--- config.mk ---
export PLATFORM = sky130hd
export DESIGN_NAME = regfile_write_scheduler_flat
export DESIGN_NICKNAME = d
export VERILOG_FILES = /design/src/rtl/regfile_write_scheduler_if.sv /design/src/rtl/regfile_write_scheduler.sv /design/src/flat_wrapper.sv
export SDC_FILE = /design/constraint.sdc
export NUM_CORES = 1
export LEC_CHECK = 0
export CAP_MARGIN = 5
export CORE_ASPECT_RATIO = 1.1
export CORE_MARGIN = 8
export CORE_UTILIZATION = 46
export CTS_CLUSTER_SIZE = 40
export DETAILED_ROUTE_END_ITERATION = 8
export GPL_TIMING_DRIVEN = 0
export PLACE_DENSITY = 0.89
export SETUP_SLACK_MARGIN = 0.5
export SLEW_MARGIN = 10
export SYNTH_ARGS = -nofsm -noshare
export SYNTH_HDL_FRONTEND = slang
export SYNTH_SLANG_ARGS = --single-unit
--- constraint.sdc ---
create_clock -name clk -period 5 [get_ports clk]
set_input_delay 1 -clock clk [delete_from_list [all_inputs] [get_ports clk]]
set_output_delay 1 -clock clk [all_outputs]
set_load 0.05 [all_outputs]
--- src/rtl/regfile_write_scheduler_if.sv ---
// Writeback bundle between the two requesters, decode, and the register-file write port.
interface regfile_write_scheduler_if #(
  parameter int unsigned DATA_W = 64
);
  logic              a_valid;
  logic [4:0]        a_reg;
  logic [DATA_W-1:0] a_data;
  logic              a_ready;
  logic              b_valid;
  logic [4:0]        b_reg;
  logic [DATA_W-1:0] b_data;
  logic              b_ready;
  logic              RegWrite;
  logic [4:0]        write_reg;
  logic [DATA_W-1:0] write_data;
  logic              issue_valid;
  logic [4:0]        issue_reg;
  logic              issue_ready;
  logic [4:0]        rs1;
  logic [4:0]        rs2;
  logic              hazard1;
  logic              hazard2;
  logic              flush;

  modport master (
    output a_valid, a_reg, a_data, b_valid, b_reg, b_data,
    output issue_valid, issue_reg, rs1, rs2, flush,
    input  a_ready, b_ready, RegWrite, write_reg, write_data,
    input  issue_ready, hazard1, hazard2
  );

  modport slave (
    input  a_valid, a_reg, a_data, b_valid, b_reg, b_data,
    input  issue_valid, issue_reg, rs1, rs2, flush,
    output a_ready, b_ready, RegWrite, write_reg, write_data,
    output issue_ready, hazard1, hazard2
  );
endinterface

--- src/rtl/regfile_write_scheduler.sv ---
// Round-robin arbiter for the single register-file write port, plus a
// per-register pending-write scoreboard for decode hazard checks.
module regfile_write_scheduler #(
  parameter int unsigned DATA_W   = 64,
  parameter int unsigned ZERO_REG = 31,
  parameter bit          RR_INIT  = 1'b0
) (
  input logic                  clk,
  input logic                  rst_n,
  regfile_write_scheduler_if.slave bus
);

  localparam logic [4:0] ZeroIdx = 5'(ZERO_REG);

  logic              rr_ptr_q, rr_ptr_d;
  logic              reg_write_q;
  logic [4:0]        write_reg_q;
  logic [DATA_W-1:0] write_data_q;
  logic [31:0]       busy_q, busy_d;

  logic              grant_a, grant_b, contested;
  logic [4:0]        win_reg;
  logic [DATA_W-1:0] win_data;
  logic              issue_fire;

  // Arbitration: rr_ptr only breaks ties; 0 favours A, 1 favours B.
  always_comb begin
    contested = bus.a_valid && bus.b_valid;
    grant_a   = bus.a_valid && (!bus.b_valid || !rr_ptr_q);
    grant_b   = bus.b_valid && (!bus.a_valid || rr_ptr_q);
    win_reg   = grant_b ? bus.b_reg  : bus.a_reg;
    win_data  = grant_b ? bus.b_data : bus.a_data;
    rr_ptr_d  = rr_ptr_q;
    if (contested) begin
      rr_ptr_d = grant_a;  // point at the loser
    end
  end

  assign bus.a_ready = grant_a;
  assign bus.b_ready = grant_b;

  // Output register and round-robin pointer.
  always_ff @(posedge clk or negedge rst_n) begin
    if (!rst_n) begin
      rr_ptr_q     <= RR_INIT;
      reg_write_q  <= 1'b0;
      write_reg_q  <= '0;
      write_data_q <= '0;
    end else begin
      rr_ptr_q <= rr_ptr_d;
      if (grant_a || grant_b) begin
        reg_write_q  <= (win_reg != ZeroIdx);
        write_reg_q  <= win_reg;
        write_data_q <= win_data;
      end else begin
        reg_write_q <= 1'b0;
      end
    end
  end

  assign bus.RegWrite   = reg_write_q;
  assign bus.write_reg  = write_reg_q;
  assign bus.write_data = write_data_q;

  assign bus.issue_ready = (bus.issue_reg == ZeroIdx) || !busy_q[bus.issue_reg];
  assign issue_fire      = bus.issue_valid && bus.issue_ready && (bus.issue_reg != ZeroIdx);

  // Scoreboard next state: commit clears, issue sets (set wins), flush clears all.
  always_comb begin
    busy_d = busy_q;
    if (reg_write_q) begin
      busy_d[write_reg_q] = 1'b0;
    end
    if (issue_fire) begin
      busy_d[bus.issue_reg] = 1'b1;
    end
    if (bus.flush) begin
      busy_d = '0;
    end
    busy_d[ZeroIdx] = 1'b0;
  end

  // Scoreboard state.
  always_ff @(posedge clk or negedge rst_n) begin
    if (!rst_n) begin
      busy_q <= '0;
    end else begin
      busy_q <= busy_d;
    end
  end

  // No bypass: hazards hold until the cycle after the register file commits.
  assign bus.hazard1 = busy_q[bus.rs1];
  assign bus.hazard2 = busy_q[bus.rs2];

endmodule

--- src/flat_wrapper.sv ---
// flat-port wrapper written by rule: the top's interface ports become plain ports
module regfile_write_scheduler_flat 
#(
  parameter int unsigned DATA_W   = 64,
  parameter int unsigned ZERO_REG = 31,
  parameter bit          RR_INIT  = 1'b0
)
  (clk, rst_n, bus_a_valid, bus_a_reg, bus_a_data, bus_b_valid, bus_b_reg, bus_b_data, bus_issue_valid, bus_issue_reg, bus_rs1, bus_rs2, bus_flush, bus_a_ready, bus_b_ready, bus_RegWrite, bus_write_reg, bus_write_data, bus_issue_ready, bus_hazard1, bus_hazard2);
  regfile_write_scheduler_if #(.DATA_W(DATA_W)) bus_i ();
  input logic clk;
  input logic rst_n;
  input wire logic [$bits(bus_i.a_valid)-1:0] bus_a_valid;
  input wire logic [$bits(bus_i.a_reg)-1:0] bus_a_reg;
  input wire logic [$bits(bus_i.a_data)-1:0] bus_a_data;
  input wire logic [$bits(bus_i.b_valid)-1:0] bus_b_valid;
  input wire logic [$bits(bus_i.b_reg)-1:0] bus_b_reg;
  input wire logic [$bits(bus_i.b_data)-1:0] bus_b_data;
  input wire logic [$bits(bus_i.issue_valid)-1:0] bus_issue_valid;
  input wire logic [$bits(bus_i.issue_reg)-1:0] bus_issue_reg;
  input wire logic [$bits(bus_i.rs1)-1:0] bus_rs1;
  input wire logic [$bits(bus_i.rs2)-1:0] bus_rs2;
  input wire logic [$bits(bus_i.flush)-1:0] bus_flush;
  output wire logic [$bits(bus_i.a_ready)-1:0] bus_a_ready;
  output wire logic [$bits(bus_i.b_ready)-1:0] bus_b_ready;
  output wire logic [$bits(bus_i.RegWrite)-1:0] bus_RegWrite;
  output wire logic [$bits(bus_i.write_reg)-1:0] bus_write_reg;
  output wire logic [$bits(bus_i.write_data)-1:0] bus_write_data;
  output wire logic [$bits(bus_i.issue_ready)-1:0] bus_issue_ready;
  output wire logic [$bits(bus_i.hazard1)-1:0] bus_hazard1;
  output wire logic [$bits(bus_i.hazard2)-1:0] bus_hazard2;
  assign bus_i.a_valid = bus_a_valid;
  assign bus_i.a_reg = bus_a_reg;
  assign bus_i.a_data = bus_a_data;
  assign bus_i.b_valid = bus_b_valid;
  assign bus_i.b_reg = bus_b_reg;
  assign bus_i.b_data = bus_b_data;
  assign bus_i.issue_valid = bus_issue_valid;
  assign bus_i.issue_reg = bus_issue_reg;
  assign bus_i.rs1 = bus_rs1;
  assign bus_i.rs2 = bus_rs2;
  assign bus_i.flush = bus_flush;
  assign bus_a_ready = bus_i.a_ready;
  assign bus_b_ready = bus_i.b_ready;
  assign bus_RegWrite = bus_i.RegWrite;
  assign bus_write_reg = bus_i.write_reg;
  assign bus_write_data = bus_i.write_data;
  assign bus_issue_ready = bus_i.issue_ready;
  assign bus_hazard1 = bus_i.hazard1;
  assign bus_hazard2 = bus_i.hazard2;
  regfile_write_scheduler #(.DATA_W(DATA_W), .ZERO_REG(ZERO_REG), .RR_INIT(RR_INIT)) u_core (.clk(clk), .rst_n(rst_n), .bus(bus_i));
endmodule
==> results of run 1 <==
timing repair:
item                                    in CTS  in global routing
endpoints found under the setup margin       1                  3
gates resized for setup                      5                  5
setup buffers                                0                  1
hold buffers                                 0                  0
pin swaps                                    0                  0
cells by family (layout without fill, tap and decap cells):
family / count (synthesis) / in the layout
flip-flops: 102 / 102
AO/OA/AOI/OAI: 129 / 129
XOR/XNOR: 1 / 1
multiplexers: 40 / 40
buffers and inverters: 48 / 291
AND/OR/NAND/NOR: 267 / 267
power breakdown:
group          internal [mW]  switching (mW)
clock network          0.453           0.301
logic                  0.446           0.807
registers              0.950          0.0911
routing by layer:
metal,part of all wire [%],vias to the layer above
li1,-,2582
met4,2.7,0
met5,0,-
met2,51,306
met3,10,42
met1,36,2763
layout by cell type (no fill, tap or decap), types with 2 or more instances in the layout:
cell type	n
and3b_1	2
nand2b_1	3
nand2_1	35
and2_1	2
clkbuf_2	2
mux2_2	13
inv_1	4
nor2_1	147
nand3b_1	22
clkbuf_16	9
buf_4	2
a2111oi_0	2
nand3_1	20
a22oi_1	2
dfrtp_1	102
clkdlybuf4s50_1	223
nor2b_1	16
o22ai_1	75
mux4_2	20
o21ai_1	9
and3_1	3
buf_6	2
mux2i_1	7
bufinv_16	2
o311ai_1	2
clkbuf_1	34
o31ai_1	3
nor3b_1	6
nor4_1	2
o21ai_0	32
nor3_1	3
buf_2	8
final timing paths:
kind                                          endpoint  depth (start not counted)                   startpoint
max reg2reg                 u_core.busy_q[9]$_DFF_PN0_                          4   u_core.busy_q[8]$_DFF_PN0_
min                        u_core.rr_ptr_q$_DFFE_PN0P_                          1  u_core.rr_ptr_q$_DFFE_PN0P_
min reg2reg                u_core.rr_ptr_q$_DFFE_PN0P_                          1  u_core.rr_ptr_q$_DFFE_PN0P_
min in group asynchronous  u_core.busy_q[14]$_DFF_PN0_                          1                        rst_n
max in group asynchronous  u_core.busy_q[19]$_DFF_PN0_                          2                        rst_n
max                                    bus_issue_ready                          8             bus_issue_reg[1]
metrics by stage:
stage / hold slack (ns) / total power, mW / cells / TNS, ns
floorplan: 0.458 / 1.76 / 587 / 0
global placement: 0.476 / 2.27 / 962 / -92.71
detailed placement: 0.492 / 2.30 / 963 / -0.00275
CTS: 0.506 / 3.06 / 979 / 0
global route: 0.527 / 3.16 / 980 / 0
finish: 0.509 / 3.05 / 980 / 0
cell type report:
| class | count | share of cell area (%) |
|---|---|---|
| Buffer | 44 | 2.29 |
| Clock buffer | 13 | 3.03 |
| Clock inverter | 3 | 0.819 |
| Inverter | 4 | 0.182 |
| Multi-Input combinational cell | 437 | 32.7 |
| Sequential cell | 102 | 30.9 |
| Tap cell | 150 | 2.28 |
| Timing Repair Buffer | 227 | 27.7 |
==> flow_metrics.tcl, run 1 <==
set metrics [dict create \
    status "finished clean" \
    setup_ws_ns 0.580 \
    fin_crit_ns 4.42 \
    critical_path.cell_chain "clkdlybuf4s50_1 -> buf_4 -> buf_6 -> mux2i_1 -> nor2_1 -> a2111o_1 -> nor3_2 -> clkbuf_4" \
    first_pass_iters 5 \
    gp_congestion 0.895 \
    routed_wl_um 21400 \
    seq_area_um2 2550 \
    ys_seq_elements 102 \
    fmax_mhz 226 \
    dpl_worst_slack_ns -0.00275 \
    yosysSeqAreaShare_pct 46.8 \
    largest_reg_flops 64 \
    synth_top_area_cell "dfrtp_1" \
    boundaryPins 234 \
    drv_slew 0 \
    synth_warnings 0 \
    use_met1_pct 29.6 \
    synth-compound-area-share_pct 14.4 \
    grt_setup_unrepaired "no" \
    wire_per_inst_um 21.8 \
    max_stage_delay_ns 0.61 \
    core_area_um2 11500 \
    slew_headroom_pct 41.2 \
    r2r_slack_ns 2.99 \
    muxShareOfSynthArea_pct 12.2 \
    crit_arrival_ns 3.42 \
    placed_area_um2 7920 \
    p_leak_nw 3.25 \
    avgSynthCellArea_um2 9.29 \
    fin_util_pct 71.5 \
    yosys-top-cells-area "dfrtp_1 47%, nor2_1 10%, o22ai_1 8.6%, mux4_2 8.3%, nand3b_1 3.0%" \
    num_vias 5693 \
    synth-adder-area-share_pct 0 \
    grt_max_degree 53 \
    drc 0 \
    hold_viol_final 0 \
    fill_cells 841 \
    finalCritPeriodShare_pct 88.4 \
    synth-edff-count 0 \
    clock_latency_ns 0.35 \
    ir_drop_mv 0.236 \
    die_x_um 120 \
    multiInputGateArea_um2 2700 \
    syn_inst 587 \
    grt_antenna_before_repair 0 \
    clockRootBuffer "clkbuf_16" \
    cp-start-kind "primary input" \
    grt_pass1_wl_um 32800 \
    area_delta_synth_final_pct 51.2 \
    n_antenna_cell 0 \
    synth_top_cell_area_share_pct 46.8 \
    power.density_nw_per_um2 370 \
    setup_viol 0 \
    synth-main-ff-cell "dfrtp_1" \
    clkSlewWorstSetupHoldPaths_ns 0.06 \
    cpMaxStageDelayCell "clkdlybuf4s50_1" \
    grt_use_met3_pct 9.98 \
    synth_top_family_by_area "simple AND/OR/NAND/NOR gates" \
    dieArea_um2 15600 \
    synth.distinct_cells 40 \
    cts_made_buffers 9 \
    start_util_pct 47.3 \
    dpl.hpwl_um 17200 \
    synthXorXnorAreaFrac_pct 0.161 \
    grt_overflow 0 \
    final_nets 984 \
    syn-num-nets 746 \
    htreeDepth 3 \
    yosys-top-cells-count "147 x nor2_1, 102 x dfrtp_1, 75 x o22ai_1" \
    path_class "in -> out" \
    clkSinkCount 102 \
    syn_area_um2 5460 \
    cts_tree "yes" \
    drive_gt1_share_pct 7.95 \
    worstPathRequired_ns 4.00 \
    final_cell_area_um2 8250 \
    cp_top_family "buffers and inverters" \
    tightestPinTransition_ns 0.860 \
    first_global_vias 6050 \
    grt_use_met2_pct 47.7 \
    drt_iter0_markers 503 \
    crit_path_max_fanout 10 \
    port_buffers 225 \
    hold_class "reg -> reg" \
    die_y_um 130 \
    track_usage_pct 27.1 \
    end_kind "primary output" \
    clockBufferDepth 2 \
    routed_via_density 5.81 \
    grt-busiest-layer "met2" \
    synth-simple-area-share_pct 22.7 \
    synthArstFlopShare_pct 100 \
    row_count 41 \
    cap_violations 0 \
    synth_most_common_cell "nor2_1" \
    path_buf_inv 4 \
    fin_skew_ns 0.00548 \
    ant_nets 0 \
]
No activity file was read; power rests on OpenSTA's default activity.
==> inputs of run 2 (changes only) <==
--- a/config.mk
+++ b/config.mk
@@ -8,11 +8,11 @@
 export CAP_MARGIN = 5
 export CORE_ASPECT_RATIO = 1.1
 export CORE_MARGIN = 8
-export CORE_UTILIZATION = 46
+export CORE_UTILIZATION = 43
 export CTS_CLUSTER_SIZE = 40
 export DETAILED_ROUTE_END_ITERATION = 8
 export GPL_TIMING_DRIVEN = 0
-export PLACE_DENSITY = 0.89
+export PLACE_DENSITY = 0.84
 export SETUP_SLACK_MARGIN = 0.5
 export SLEW_MARGIN = 10
 export SYNTH_ARGS = -nofsm -noshare
==> constraint.sdc (replaced) <==
create_clock -name clk -period 4.4 [get_ports clk]
set_input_delay 0.88 -clock clk [delete_from_list [all_inputs] [get_ports clk]]
set_output_delay 0.88 -clock clk [all_outputs]
set_load 0.05 [all_outputs]
==> flow_metrics.tcl, run 2 (synthesis gave the netlist of run 1 again) <==
set metrics [dict create \
    wire_per_inst_um 20.9 \
    p_int_mw 1.98 \
    fin_crit_ns 3.89 \
    clock_latency_ns 0.34 \
    fin_util_pct 65.7 \
    multiInputGateArea_um2 2720 \
    dp.cells 970 \
    htreeDepth 3 \
    clkSinkCount 102 \
    drt_iter0_markers 475 \
    crit_path_start "bus_issue_reg[4]" \
    fill_cells 1041 \
    final_cell_mix "218 x clkdlybuf4s50_1, 147 x nor2_1, 102 x dfrtp_1" \
    routed.top_layer "met4" \
    p_sw_mw 1.35 \
    first_pass_iters 6 \
    n_antenna_cell 0 \
    grt_max_degree 77 \
    cts_tree "yes" \
    dr_wl_met3_um 2090 \
    final_nets 983 \
    timing.rr.start "u_core.rr_ptr_q$_DFFE_PN0P_" \
    end_kind "primary output" \
    row_count 43 \
    routed_via_density 5.67 \
    slew_headroom_pct 47.9 \
    tns_ns 0 \
    largest_reg_flops 64 \
    track_usage_pct 24.8 \
    crit_path_max_fanout 10 \
    clockRootBuffer "clkbuf_16" \
    hold_viol_final 0 \
    pwr-share-seq_pct 35.4 \
    fin_skew_ns 0.00812 \
    layoutNonFillerInstCount 984 \
    routed_wl_um 20600 \
    postCtsSetupRepairBufs 0 \
    boundaryPins 234 \
    power.density_nw_per_um2 405 \
    core_area_um2 12500 \
    cts_made_buffers 9 \
    p_leak_nw 3.24 \
    clockBufferDepth 2 \
    grt_overflow 0 \
    die_y_um 134 \
    finalCritPeriodShare_pct 88.5 \
    m1WireLength_um 7500 \
    drv_slew 0 \
    area_delta_synth_final_pct 50.4 \
    worstPathRequired_ns 3.52 \
    seq_area_um2 2550 \
    sw_frac_of_total_pct 40.6 \
    cp-start-kind "primary input" \
    ir_drop_mv 0.260 \
    status "finished clean" \
    dieArea_um2 16600 \
    dpl.hpwl_um 16400 \
    met2WireLength_um 10400 \
    grt_antenna_before_repair 0 \
    layout_commonest_cell "clkdlybuf4s50_1" \
    drive_gt1_share_pct 8.46 \
    tightestPinTransition_ns 0.762 \
    first_global_vias 5849 \
    cap_violations 0 \
    p_total_mw 3.33 \
    path_class "in -> out" \
    fmax_mhz 257 \
    start_util_pct 43.7 \
    crit_arrival_ns 3.01 \
    die_x_um 123 \
    clockPowerShare_pct 22.1 \
    setup_viol 0 \
    clkSlewWorstSetupHoldPaths_ns 0.07 \
    p_comb_share_pct 42.4 \
    hold_class "in -> async" \
    grt_setup_unrepaired "yes" \
    ant_nets 0 \
    grt_pass1_wl_um 31800 \
    gp_congestion 0.922 \
    drc 0 \
    port_buffers 225 \
    num_vias 5578 \
]
run 2: repair_timing:
action                                  CTS  global route
endpoints found under the setup margin    5             3
pin swaps                                 0             0
endpoints found under the hold margin     0             0
gates resized for setup                  11             9
hold buffers                              0             0
run 2: per-stage QoR:
stage	setup slack [ns]	hold WS (ns)	area, um^2
after floorplan	0.736	0.458	5460
final	0.507	0.402	8210
after detailed placement	-0.312	0.491	7930
after global routing	0.424	0.410	8210
after global placement	-1.59	0.481	7900
after CTS	0.277	0.407	8190
run 2: power by group through the flow:
stage / clock network (mW) / logic, mW / registers, mW
after floorplan: 0 / 0.349 / 1.66
after global placement: 0 / 1.40 / 1.19
after CTS: 0.746 / 1.42 / 1.18
after detailed placement: 0 / 1.42 / 1.19
after global routing: 0.791 / 1.48 / 1.20
final: 0.737 / 1.41 / 1.18
run 2: cell type report:
cell class	instances	share of cell area [%]
buffer	44	2.30
clock buffer	10	2.91
clock inverter	4	0.305
inverter	4	0.183
multi-input combinational	437	33.1
sequential	102	31.1
tap	157	2.39
timing repair buffer	226	27.7
run 2: final timing paths:
| check | to | slack (ns) | cells after the start |
|---|---|---|---|
| max reg2reg | u_core.bus.write_reg[3]$_DFFE_PN0P_ | 2.52 | 6 |
| max in group asynchronous | u_core.bus.write_data[30]$_DFFE_PN0P_ | 3.33 | 2 |
| min | u_core.busy_q[11]$_DFF_PN0_ | 0.40 | 1 |
| max | bus_issue_ready | 0.51 | 7 |
| min in group clk | u_core.rr_ptr_q$_DFFE_PN0P_ | 0.51 | 1 |
| min reg2reg | u_core.rr_ptr_q$_DFFE_PN0P_ | 0.51 | 1 |
run 2: critical path, cell delays in order:
cell and delay [ns]:
clkdlybuf4s50_1 0.53, buf_2 0.24, inv_1 0.09, and3_1 0.23, a2111o_1 0.52, nor3_2 0.27
buf_4 0.24
run 2: routing by layer:
layer | vias up | track usage (%)
li1 | 2576 | -
met1 | 2670 | 27.7
met2 | 289 | 41.7
met3 | 43 | 9.08
met4 | 0 | 9.91
met5 | - | 0
==> inputs of run 3 (changes only) <==
--- a/config.mk
+++ b/config.mk
@@ -9,7 +9,6 @@
 export CORE_ASPECT_RATIO = 1.1
 export CORE_MARGIN = 8
 export CORE_UTILIZATION = 43
-export CTS_CLUSTER_SIZE = 40
 export DETAILED_ROUTE_END_ITERATION = 8
 export GPL_TIMING_DRIVEN = 0
 export PLACE_DENSITY = 0.84
==> results of run 3 <==
Same layout as run 2: the final DEF is identical, and so are final timing and power.
